$ cat src/rtl/sw_collect_pkg.sv
// Shared types and limits for the SmithWaterman top-K result collector.
// CALC_BIT / T_IDX_BIT mirror the core's `CALC_BIT and `MAX_T_NUM_BIT.
package sw_collect_pkg;
  localparam int CALC_BIT  = 16;
  localparam int T_IDX_BIT = 8;
  localparam int TOPK_MIN  = 1;
  localparam int TOPK_MAX  = 8;

  typedef struct packed {
    logic [CALC_BIT-1:0]  score;
    logic [T_IDX_BIT-1:0] t_idx;
  } entry_t;

  // Rank is carried on 3 bits, so the list depth is forced into 1..8.
  function automatic int clamp_topk(input int k);
    if (k < TOPK_MIN) return TOPK_MIN;
    if (k > TOPK_MAX) return TOPK_MAX;
    return k;
  endfunction
endpackage

$ cat src/rtl/sw_topk_insert.sv
// Combinational sorted insert of one entry into a descending list of K entries.
// Ties keep the existing (earlier) entry above the new one.
module sw_topk_insert
  import sw_collect_pkg::*;
#(
  parameter int K = 4
) (
  input  entry_t [K-1:0] list_in,
  input  logic   [3:0]   cnt_in,
  input  entry_t         ent_in,
  output entry_t [K-1:0] list_out,
  output logic   [3:0]   n_out
);

  logic [3:0] pos;

  always_comb begin
    pos = 4'd0;
    for (int i = 0; i < K; i++) begin
      if ((4'(i) < cnt_in) && (list_in[i].score >= ent_in.score)) pos = pos + 4'd1;
    end
  end

  // Entries below the insertion point shift down one rank; the last one falls off.
  always_comb begin
    list_out = list_in;
    for (int i = 0; i < K; i++) begin
      if (4'(i) < pos) list_out[i] = list_in[i];
      else if (4'(i) == pos) list_out[i] = ent_in;
      else list_out[i] = list_in[(i == 0) ? 0 : i - 1];
    end
  end

  assign n_out = (cnt_in == 4'(K)) ? cnt_in : cnt_in + 4'd1;

endmodule

$ cat src/rtl/sw_topk_collector.sv
// Keeps a sorted top-K list per query from the SmithWaterman result stream and
// drains a snapshot of it per query over a valid/ready port without stalling the core.
module sw_topk_collector
  import sw_collect_pkg::*;
#(
  parameter int Q_IDX_BIT = 8,
  parameter int TOPK      = 4
) (
  input  logic                 clk,
  input  logic                 rst,
  input  logic                 sw_valid_i,
  input  logic [CALC_BIT-1:0]  sw_result_i,
  input  logic                 sw_change_q_i,
  output logic                 out_valid_o,
  input  logic                 out_ready_i,
  output logic [Q_IDX_BIT-1:0] out_q_idx_o,
  output logic [2:0]           out_rank_o,
  output logic [T_IDX_BIT-1:0] out_t_idx_o,
  output logic [CALC_BIT-1:0]  out_score_o,
  output logic                 out_last_o,
  output logic                 overflow_o
);

  localparam int K = clamp_topk(TOPK);

  typedef enum logic {IDLE, DRAIN} state_t;

  state_t               state;
  entry_t [K-1:0]       act_list, ins_list, bank;
  entry_t               new_ent, sel;
  logic [3:0]           act_cnt, ins_n, bank_n;
  logic [2:0]           rank;
  logic [T_IDX_BIT-1:0] t_cnt;
  logic [Q_IDX_BIT-1:0] q_cnt, bank_q;
  logic                 snap, xfer, last_xfer, can_load;

  assign new_ent = '{score: sw_result_i, t_idx: t_cnt};

  sw_topk_insert #(.K(K)) u_insert (
    .list_in  (act_list),
    .cnt_in   (act_cnt),
    .ent_in   (new_ent),
    .list_out (ins_list),
    .n_out    (ins_n)
  );

  assign snap      = sw_valid_i & sw_change_q_i;
  assign xfer      = out_valid_o & out_ready_i;
  assign last_xfer = xfer & out_last_o;
  // The bank may be reloaded on the very edge its last record leaves.
  assign can_load  = (state == IDLE) | last_xfer;

  always_ff @(posedge clk or posedge rst) begin
    if (rst) begin
      act_list <= '0;
      act_cnt  <= 4'd0;
      t_cnt    <= '0;
      q_cnt    <= '0;
    end else if (sw_valid_i) begin
      if (sw_change_q_i) begin
        act_cnt <= 4'd0;
        t_cnt   <= '0;
        q_cnt   <= q_cnt + 1'b1;
      end else begin
        act_list <= ins_list;
        act_cnt  <= ins_n;
        t_cnt    <= (&t_cnt) ? t_cnt : t_cnt + 1'b1;
      end
    end
  end

  always_ff @(posedge clk or posedge rst) begin
    if (rst) begin
      state       <= IDLE;
      out_valid_o <= 1'b0;
      rank        <= 3'd0;
      bank        <= '0;
      bank_n      <= 4'd0;
      bank_q      <= '0;
      overflow_o  <= 1'b0;
    end else if (snap && can_load) begin
      state       <= DRAIN;
      out_valid_o <= 1'b1;
      rank        <= 3'd0;
      bank        <= ins_list;
      bank_n      <= ins_n;
      bank_q      <= q_cnt;
    end else begin
      if (snap) overflow_o <= 1'b1;
      if (last_xfer) begin
        state       <= IDLE;
        out_valid_o <= 1'b0;
        rank        <= 3'd0;
      end else if (xfer) begin
        rank <= rank + 3'd1;
      end
    end
  end

  always_comb begin
    sel = '0;
    for (int i = 0; i < K; i++) begin
      if (rank == 3'(i)) sel = bank[i];
    end
  end

  assign out_q_idx_o = bank_q;
  assign out_rank_o  = rank;
  assign out_t_idx_o = sel.t_idx;
  assign out_score_o = sel.score;
  assign out_last_o  = out_valid_o && ({1'b0, rank} == bank_n - 4'd1);

endmodule

$ cat config.mk
export PLATFORM = sky130hd
export DESIGN_NAME = sw_topk_collector
export DESIGN_NICKNAME = d
export VERILOG_FILES = /design/src/rtl/sw_collect_pkg.sv /design/src/rtl/sw_topk_insert.sv /design/src/rtl/sw_topk_collector.sv
export SDC_FILE = /design/constraint.sdc
export NUM_CORES = 1
export LEC_CHECK = 0
export CORE_MARGIN = 5
export CORE_UTILIZATION = 55
export DETAILED_ROUTE_END_ITERATION = 8
export GPL_ROUTABILITY_DRIVEN = 0
export PLACE_DENSITY_LB_ADDON = 0.12
export SYNTH_ARGS = -nofsm -noshare
export SYNTH_HDL_FRONTEND = slang
export SYNTH_SLANG_ARGS = --single-unit
export TNS_END_PERCENT = 1
$ cat constraint.sdc
create_clock -name clk -period 11.3 [get_ports clk]
set_clock_uncertainty 0.2 [all_clocks]
set_input_delay 2.26 -clock clk [delete_from_list [all_inputs] [get_ports clk]]
set_output_delay 2.26 -clock clk [all_outputs]
set_load 0.02 [all_outputs]
== Word-level counts from Yosys, hierarchy flattened ==
Index checks and enable logic that the tools add are counted.

* $add $sub $neg: 8
* $mul: 0
* Div/mod/pow operators: 0
* Magnitude comparators: 12
* Equality and inequality tests: 9
* Shift operators: 0
* Multiplexer cells: 25
* Bitwise gates (word level): 7
* Reductions and logical operators: 15

{| class="wikitable"
|+ Operators by type and width
! cell !! number
|-
| $mux W24 || 12
|-
| $ge A16 B16 Y1 || 4
|-
| $mux W4 || 5
|-
| $add A8 B1 Y8 const B || 2
|-
| $lt A1 B4 Y1 const A || 4
|-
| $lt A2 B4 Y1 const A || 4
|-
| $mux W8 || 2
|-
| $add A4 B1 Y4 const B || 3
|-
| $mux W3 || 3
|-
| $eq A2 B4 Y1 const A || 2
|-
| $reduce_and A2 Y1 || 4
|-
| $reduce_and A8 Y1 || 1
|-
| $eq A3 B2 Y1 const B || 2
|-
| $logic_and A1 B1 Y1 || 6
|-
| $eq A1 B4 Y1 const A || 1
|-
| $eq A3 B4 Y1 || 1
|-
| $eq A4 B3 Y1 const B || 1
|-
| $logic_not A4 Y1 || 1
|-
| $sub A4 B1 Y4 const B || 1
|-
| $add A3 B1 Y3 const B || 1
|-
| $and A1 B1 Y1 || 3
|-
| $eq A3 B1 Y1 const B || 1
|-
| $logic_not A3 Y1 || 1
|-
| $mux W1 || 3
|-
| 6 further kinds || 8
|}

* Register bits after elaboration: 229
* Latch bits: 0
* Memory bits (writable): 0
* Memory bits (read-only): 0
* Input bits: 21
* Logic and storage cells: 100
* Memories: 0

== Longest topological paths before layout ==
Gate-level depths: netlist (run 1).

* Depth after elaboration: 12
* Depth in mapped cells: 23
* Gate-level depth less buffers: 21

== Modules after synthesis ==
A second synthesis (run 1) with hierarchy kept.

* Cell total of the unflattened synthesis: 1906
* Area, all modules: 15920.3 um2

{| class="wikitable"
|+ By module, submodules not included
! module !! instances !! cells an instance !! area an instance (um2) !! seq. area each (um2)
|-
| sw_topk_collector || 1 || 1413 || 12243.0 || 5730.5
|-
| sw_topk_insert || 1 || 493 || 3677.3 || 0.0
|}

== Worst setup path before layout (run 1) ==
No wires, ideal clock.

* Kind: input to register
* Start point: input port sw_result_i[0]
* End point: register bank[72] (netlist name)
* Library setup time: 123 ps
* Arrival: 6283 ps
* Required time: 10977 ps
* Path slack: 4694 ps
* Stages: 21
* Cell sequence: ha_1 -> nand2b_1 -> a21o_1 -> a21o_1 -> a21o_1 -> a21o_1 -> a21oi_1 -> o21ai_0 -> a21o_1 -> ha_1 -> clkbuf_1 -> xnor2_1 -> ha_1 -> inv_1 -> a211o_1 -> o221ai_1 -> o31ai_4 -> or2_1 -> clkbuf_1 -> buf_2 -> o221a_2

* Longest elaborated chain between the ends: 12
* Elaborated cells between the ends (all ways): 19
* Those cells by class: add/sub: 3; order compare: 5; eq/ne: 1; mux: 6; reduce/logical: 4

{| class="wikitable"
|+ RTL lines
! element !! line !! text
|-
| start: declaration || sw_topk_collector.sv:12 || <nowiki>input logic [CALC_BIT-1:0] sw_result_i,</nowiki>
|-
| $ge A16 B16 Y1 || sw_topk_insert.sv:20 || <nowiki>if ((4'(i) < cnt_in) && (list_in[i].score >= ent_in.score)) pos = pos + 4'd1;</nowiki>
|-
| $logic_and A1 B1 Y1 || sw_topk_insert.sv:20 ||
|-
| $mux W1 || sw_topk_insert.sv:20 ||
|-
| $add A1 B1 Y2 || sw_topk_insert.sv:20 ||
|-
| $mux W4 || sw_topk_insert.sv:20 ||
|-
| $add A4 B1 Y4 || sw_topk_insert.sv:20 ||
|-
| $mux W4 || sw_topk_insert.sv:20 ||
|-
| $add A4 B1 Y4 || sw_topk_insert.sv:20 ||
|-
| $mux W4 * || sw_topk_insert.sv:20 ||
|-
| parallel branches: the longest is 2 deep, another holds $lt A2 B4 Y1 || -- ||
|-
| $mux W24 * || sw_topk_insert.sv:28 || <nowiki>if (4'(i) < pos) list_out[i] = list_in[i];</nowiki>
|-
| end signal: assignment || sw_topk_collector.sv:85 || <nowiki>bank <= ins_list;</nowiki>
|-
| end: declaration || sw_topk_collector.sv:29 || <nowiki>entry_t [K-1:0] act_list, ins_list, bank;</nowiki>
|}

Mark *: on every way between the ends.
A chain may end at the register's enable or synchronous reset.

== Worst setup path after layout (run 1) ==
* Start point: input port sw_result_i[10]
* End point: register bank[87] (netlist name)

The elaborated chain is that of the path after synthesis.

==> results.sh, run 1 <==
export IMPL_run_status="complete, no violations"
export IMPL_ant_nets=0
export IMPL_vias_per_cell=6.307
export IMPL_setup_violations=0
export IMPL_fillers=2013
export IMPL_crit_type="in2reg"
export IMPL_hold_viol_final=0
export IMPL_slowest_delay_ns=0.94
export IMPL_vias=11110
export IMPL_die_area_um2=27210
export IMPL_fmaxAchievable_mhz=117.1
export IMPL_synth_seq_area_share_pct=43.39
export IMPL_grt_pass1_vias=11120
export IMPL_seqPwrFrac_pct=34.2
export IMPL_syn_nets=1512
export IMPL_post_cts_resized=0
export IMPL_cts_tree="done"
export IMPL_io_pins=59
export IMPL_fin_nets=1522
export IMPL_combPwrFrac_pct=45.6
export IMPL_syn_area_per_cell_um2=9.346
export IMPL_whs_ns=0.2691
export IMPL_switching_share_pct=41.17
export IMPL_clkTransAtPathRegs_ns=0.06
export IMPL_drt_iter0_drc=1053
export IMPL_max_slew_margin_pct=9.178
export IMPL_worst_setup_path_end_kind="flip-flop"
export IMPL_antenna_found_initial=0
export IMPL_cts_hold_buf=0
export IMPL_grt_max_degree=100
export IMPL_synth_top_cell_by_area="dfrtp_1"
export IMPL_wire_per_inst_um=21.73
export IMPL_grt_first_pass_wirelength_um=61300
export IMPL_wl_um=38270
export IMPL_drcViolationCount=0
export IMPL_clockRootBuffer="clkbuf_16"
export IMPL_clock_path_buffers=3
export IMPL_finalCritPeriodShare_pct=75.59
export IMPL_rsz0062_at_grt="false"
export IMPL_synth_area_leaders="dfrtp_1, ha_1, mux2i_1"
export IMPL_required_ns=11.56
export IMPL_coreArea_um2=23540
export IMPL_postSynthCellCount=1413
export IMPL_total_power_uw=4362
export IMPL_peakVddDrop_uv=214.7
export IMPL_power_density_nw_per_um2=292.1
export IMPL_critPathLaunchType="input port"
export IMPL_drv_cap=0
export IMPL_ys_flop_type="dfrtp_1"
export IMPL_synth_area_um2=13210
export IMPL_async_flop_share_pct=100.0
export IMPL_slew_violations=0
export IMPL_cp_cell_sequence="clkdlybuf4s50_1 -> inv_1 -> ha_1 -> a21o_1 -> a21oi_1 -> nor2b_1 -> a2111oi_0 -> a21boi_0 -> a21o_1 -> ha_1 -> xnor2_1 -> ha_1 -> inv_1 -> a211oi_1 -> o21ai_0 -> nand3_1 -> buf_4 -> or2_1 -> o221a_2"
export IMPL_die_y_um=165.0
export IMPL_port_buffers=58
export IMPL_die_w_um=165.0
export IMPL_cts_sinks=229
export IMPL_clock_power_share_pct=20.3
export IMPL_power_switching_uw=1796
export IMPL_clk_latency_ns=0.53
export IMPL_cts_post_setup_buffers_inserted=0
export IMPL_place_hpwl_um=23450
export IMPL_synth_distinct_cells=63
export IMPL_p_leak_uw=0.006747
export IMPL_synth_top_area_share_pct=43.39
export IMPL_rows=56
export IMPL_post_route_min_period_ns=8.542
export IMPL_power_internal_uw=2567
export IMPL_worstPathMaxFanout=23
export IMPL_n_antenna_cell=0
export IMPL_max_slew_worst_pin_slew_ns=1.356
export IMPL_critPathMostFrequentCell="ha_1"
export IMPL_yosysWarnings=0
export IMPL_initial_utilization_pct=56.10
export IMPL_ys_seq_elements=229
export IMPL_cp_slowest_cell="or2_1"
export IMPL_fin_setup_tns_ns=0
export IMPL_drive_gt1_share_pct=9.917
export IMPL_synth_edf_count=0
export IMPL_min_path_type="reg2reg"
export IMPL_track_usage_pct=28.49
export IMPL_synthToLayoutAreaGrowth_pct=13.07
export IMPL_h_tree_depth=1
export IMPL_overflow=0
export IMPL_cts_made_buffers=26
export IMPL_dr_pass1_iters=5
export IMPL_critPathArrivalTime_ns=8.80
==> power groups by stage <==
stage / clock network, uW / registers [uW] / logic (uW)
after floorplan: 0 / 1400 / 1390
after global routing: 930 / 1540 / 2180
after CTS: 891 / 1480 / 1980
after global placement: 0 / 1490 / 1930
final: 885 / 1490 / 1990
after detailed placement: 0 / 1490 / 1970
==> logic make-up after synthesis <==
family | synth area share, %
xor gates and xnor gates | 1.317
AOI/OAI and AO/OA | 19.90
DFF | 43.39
muxes | 8.110
and+or+nand+nor | 14.57
adders and majority gates | 7.390
buffers and inverters | 5.324
==> per-stage QoR <==
step / util [%] / cells / cell area (um2) / setup WS, ns
after floorplan: - / 1413 / 13210 / 2.564
after global placement: 59.62 / 1714 / 14040 / 2.544
after detailed placement: 59.62 / 1714 / 14040 / 2.363
after CTS: 63.43 / 1761 / 14930 / 2.883
after global routing: 63.43 / 1761 / 14930 / 2.340
final: 63.43 / 1761 / 14930 / 2.758
==> flip-flops by register name, summed over array words and instances, names as in the netlist <==
signal,count
t_cnt,8
bank,96
overflow_o,1
out_rank_o,3
q_cnt,8
act_list,96
bank_n,4
state,1
act_cnt,4
out_q_idx_o,8
==> metal layers <==
layer,GRT usage (%),vias to the layer above,wire (um)
li1,-,5135,-
met1,41.36,5439,17390
met2,45.47,453,17330
met3,3.644,79,2709
met4,7.410,0,850
met5,0,-,0
==> layout make-up <==
class	count	area, um2	area share (%)
clock buffers	38	777.0	5.203
clock inverters	9	120.1	0.8044
flip-flops and latches	229	5731	38.37
multi-input cells	1018	6887	46.12
well taps	319	399.1	2.673
inverters	65	251.5	1.684
repair buffers	83	768.2	5.145
==> cells in the mapped netlist, types with 4 or more instances <==
master,instances
buf_4,4
and4_1,4
o32ai_1,24
ha_1,78
nor2_1,136
nand3_1,12
a221oi_1,22
inv_1,65
mux2_4,19
buf_6,6
clkbuf_1,73
a22oi_1,24
dfrtp_1,229
o221a_2,23
a211oi_1,29
nor4_1,25
nor2b_1,6
xnor2_1,13
mux2_2,4
nor3_1,58
a21oi_1,77
and3_1,5
o21ai_0,118
nand2b_1,6
mux2i_1,74
a31oi_1,28
nand4_1,6
a21o_1,15
buf_2,16
nand2_1,158
xor2_1,5
==> worst max-delay path, delay by kind of cell <==
family	cells	cell delay (ns)
compound gates	8	2.29
simple gates	3	1.46
buf+inv	4	1.26
fa+ha+maj	3	1.05
xor+xnor	1	0.46
==> placed cells by master (no fill, tap or decap), types with 24 or more instances in the layout <==
master and instances:
a211oi_1 29, a21oi_1 77, a22oi_1 24, a31oi_1 27
buf_4 25, clkbuf_16 27, clkdlybuf4s50_1 58, dfrtp_1 229
ha_1 77, inv_1 64, mux2i_1 74, nand2_1 158
nor2_1 132, nor3_1 58, nor4_1 25, o21ai_0 118
o32ai_1 24
==> path summary, 6_finish.rpt <==
kind / from / to / slack (ns) / cells after the start
min: q_cnt[7] / q_cnt[7] / 0.27 / 1
max: sw_result_i[10] / bank[87] / 2.76 / 19
min reg2reg: q_cnt[7] / q_cnt[7] / 0.27 / 1
max in group asynchronous: rst / bank[31] / 6.67 / 4
min in group asynchronous: rst / bank[20] / 2.03 / 2
max reg2reg: act_list[42] / bank[87] / 4.80 / 17
Note: power is estimated with default switching activity, not from simulation.
==> run 2: changes to the inputs <==
==> constraint.sdc (replaced) <==
create_clock -name clk -period 8.7 [get_ports clk]
set_clock_uncertainty 0.2 [all_clocks]
set_input_delay 1.74 -clock clk [delete_from_list [all_inputs] [get_ports clk]]
set_output_delay 1.74 -clock clk [all_outputs]
set_load 0.02 [all_outputs]
==> run 2 against run 1 <==
Compared with the run above:
- die area unchanged
- sequential power up 30%
- non-clock buffer count up 10
- power increased by 30%
- cell area up 0.53%
- critical path depth rose by 3
- wire length rose by 0.57%
- via count up 0.37%
- final cell count grew 0.62%
- combinational power is 30% higher
- largest power group unchanged
==> results.sh, run 2 (synthesis results as in run 1) <==
export IMPL_run_status="complete, no violations"
export IMPL_power_density_nw_per_um2=378.2
export IMPL_drv_cap=0
export IMPL_clk_latency_ns=0.54
export IMPL_post_cts_resized=0
export IMPL_wire_per_inst_um=21.72
export IMPL_dr_pass1_iters=5
export IMPL_fillers=2057
export IMPL_antenna_found_initial=0
export IMPL_p_leak_uw=0.006792
export IMPL_required_ns=8.90
export IMPL_cts_sinks=229
export IMPL_die_w_um=165.0
export IMPL_reg_largest_list="act_list x96, bank x96"
export IMPL_place_inst=1724
export IMPL_grt_max_degree=110
export IMPL_io_pins=59
export IMPL_path_delay_family="compound AO/OA/AOI/OAI gates"
export IMPL_cts_made_buffers=26
export IMPL_finalNonFillerCells=1772
export IMPL_cts_tree="done"
export IMPL_cp_slowest_cell="o31ai_4"
export IMPL_port_buffers=58
export IMPL_rsz0062_at_grt="false"
export IMPL_slew_violations=0
export IMPL_n_antenna_cell=0
export IMPL_combPwrFrac_pct=45.7
export IMPL_slowest_delay_ns=0.87
export IMPL_fin_nets=1532
export IMPL_power_switching_uw=2338
export IMPL_layout_commonest_cell="dfrtp_1"
export IMPL_seqPwrFrac_pct=34.2
export IMPL_grt_first_pass_wirelength_um=61850
export IMPL_dp_slack_ns=0.5605
export IMPL_hold_viol_final=0
export IMPL_h_tree_depth=1
export IMPL_crit_type="in2reg"
export IMPL_critPathArrivalTime_ns=7.90
export IMPL_coreArea_um2=23540
export IMPL_finalCritPeriodShare_pct=88.56
export IMPL_peakVddDrop_uv=301.1
export IMPL_critPathMostFrequentCell="a21o_1"
export IMPL_cp_cell_sequence="clkdlybuf4s50_1 -> inv_1 -> ha_1 -> a21o_1 -> a21o_1 -> a21o_1 -> a21o_1 -> a21oi_1 -> o21ai_0 -> a21o_1 -> ha_1 -> o211ai_1 -> a21boi_1 -> inv_1 -> ha_1 -> inv_1 -> a211o_1 -> nor2_1 -> o31ai_4 -> buf_4 -> mux2i_1 -> o211ai_1"
export IMPL_vias=11150
export IMPL_fin_setup_tns_ns=0
export IMPL_grt_pass1_vias=11240
export IMPL_worstPathMaxFanout=20
export IMPL_max_slew_worst_pin_slew_ns=1.189
export IMPL_min_path_type="reg2reg"
export IMPL_rows=56
export IMPL_place_hpwl_um=23880
export IMPL_post_route_min_period_ns=7.705
export IMPL_track_usage_pct=28.72
export IMPL_switching_share_pct=41.18
export IMPL_die_y_um=165.0
export IMPL_max_slew_margin_pct=20.52
export IMPL_cts_hold_buf=0
export IMPL_critPathLaunchType="input port"
export IMPL_drive_gt1_share_pct=10.46
export IMPL_layout_common_cells="dfrtp_1, nand2_1, nor2_1"
export IMPL_clock_path_buffers=3
export IMPL_drt_iter0_drc=861
export IMPL_worst_setup_path_end_kind="flip-flop"
export IMPL_wl_um=38490
export IMPL_setup_violations=0
export IMPL_vias_per_cell=6.291
export IMPL_initial_utilization_pct=56.10
export IMPL_overflow=0
export IMPL_cts_post_setup_buffers_inserted=0
export IMPL_path_buf_inv=5
export IMPL_ant_nets=0
export IMPL_clkTransAtPathRegs_ns=0.06
export IMPL_fmaxAchievable_mhz=129.8
export IMPL_synthToLayoutAreaGrowth_pct=13.67
export IMPL_clock_power_share_pct=20.1
export IMPL_drcViolationCount=0
export IMPL_die_area_um2=27210
export IMPL_fin_ws_ns=0.9955
export IMPL_clockRootBuffer="clkbuf_16"
export IMPL_power_internal_uw=3339
==> run 2: cell type report <==
cell class | instances | area, um2 | share of cell area, %
multi-input cells | 1018 | 6884 | 45.86
inverters | 65 | 251.5 | 1.675
flip-flops and latches | 229 | 5731 | 38.17
well taps | 319 | 399.1 | 2.659
repair buffers | 93 | 855.8 | 5.701
clock inverters | 9 | 120.1 | 0.8001
clock buffers | 39 | 770.7 | 5.134
==> run 2: metrics by stage <==
step | cell area, um2 | util [%] | total power [uW] | hold WS [ns]
2_1_floorplan | 13210 | - | 3631 | 0.2453
3_3_place_gp | 14120 | 59.98 | 4444 | 0.2428
3_5_place_dp | 14120 | 59.98 | 4507 | 0.2614
4_1_cts | 15010 | 63.76 | 5680 | 0.2764
5_1_grt | 15010 | 63.76 | 6057 | 0.2910
6_report | 15010 | 63.76 | 5678 | 0.2690
==> run 2: worst min-delay path: cells and delay by family, from the launching register on <==
kind | cells | cell delay (ns)
flip-flops | 1 | 0.34
AND/OR/NAND/NOR | 2 | 0.10
==> run 2: power groups by stage <==
stage	Sequential [uW]	Clock [uW]	Combinational, uW
finish	1940	1140	2590
floorplan	1820	0	1810
CTS	1930	1160	2590
detailed placement	1940	0	2560
global route	1990	1210	2850
global placement	1930	0	2510
==> run 2: final timing paths <==
kind / from / to / cells after the start / slack [ns]
worst max-delay path: sw_result_i[1] / bank[77] / 22 / 1.0
worst min-delay path: out_q_idx_o[6] / out_q_idx_o[6] / 2 / 0.27
worst max register to register: act_list[32] / bank[77] / 22 / 2.43
worst min register to register: out_q_idx_o[6] / out_q_idx_o[6] / 2 / 0.27
max in group asynchronous: rst / bank[33] / 3 / 5.28
min in group asynchronous: rst / bank[20] / 2 / 1.52
==> run 2: layer usage <==
layer / wire, um / part of all wire, % / up-vias / global-route usage, %
met5: 0 / 0 / - / 0
met4: 922 / 2.4 / 0 / 7.864
met3: 2491 / 6.5 / 73 / 3.718
met2: 17590 / 46 / 397 / 45.77
met1: 17480 / 45 / 5514 / 41.58
li1: - / - / 5163 / -
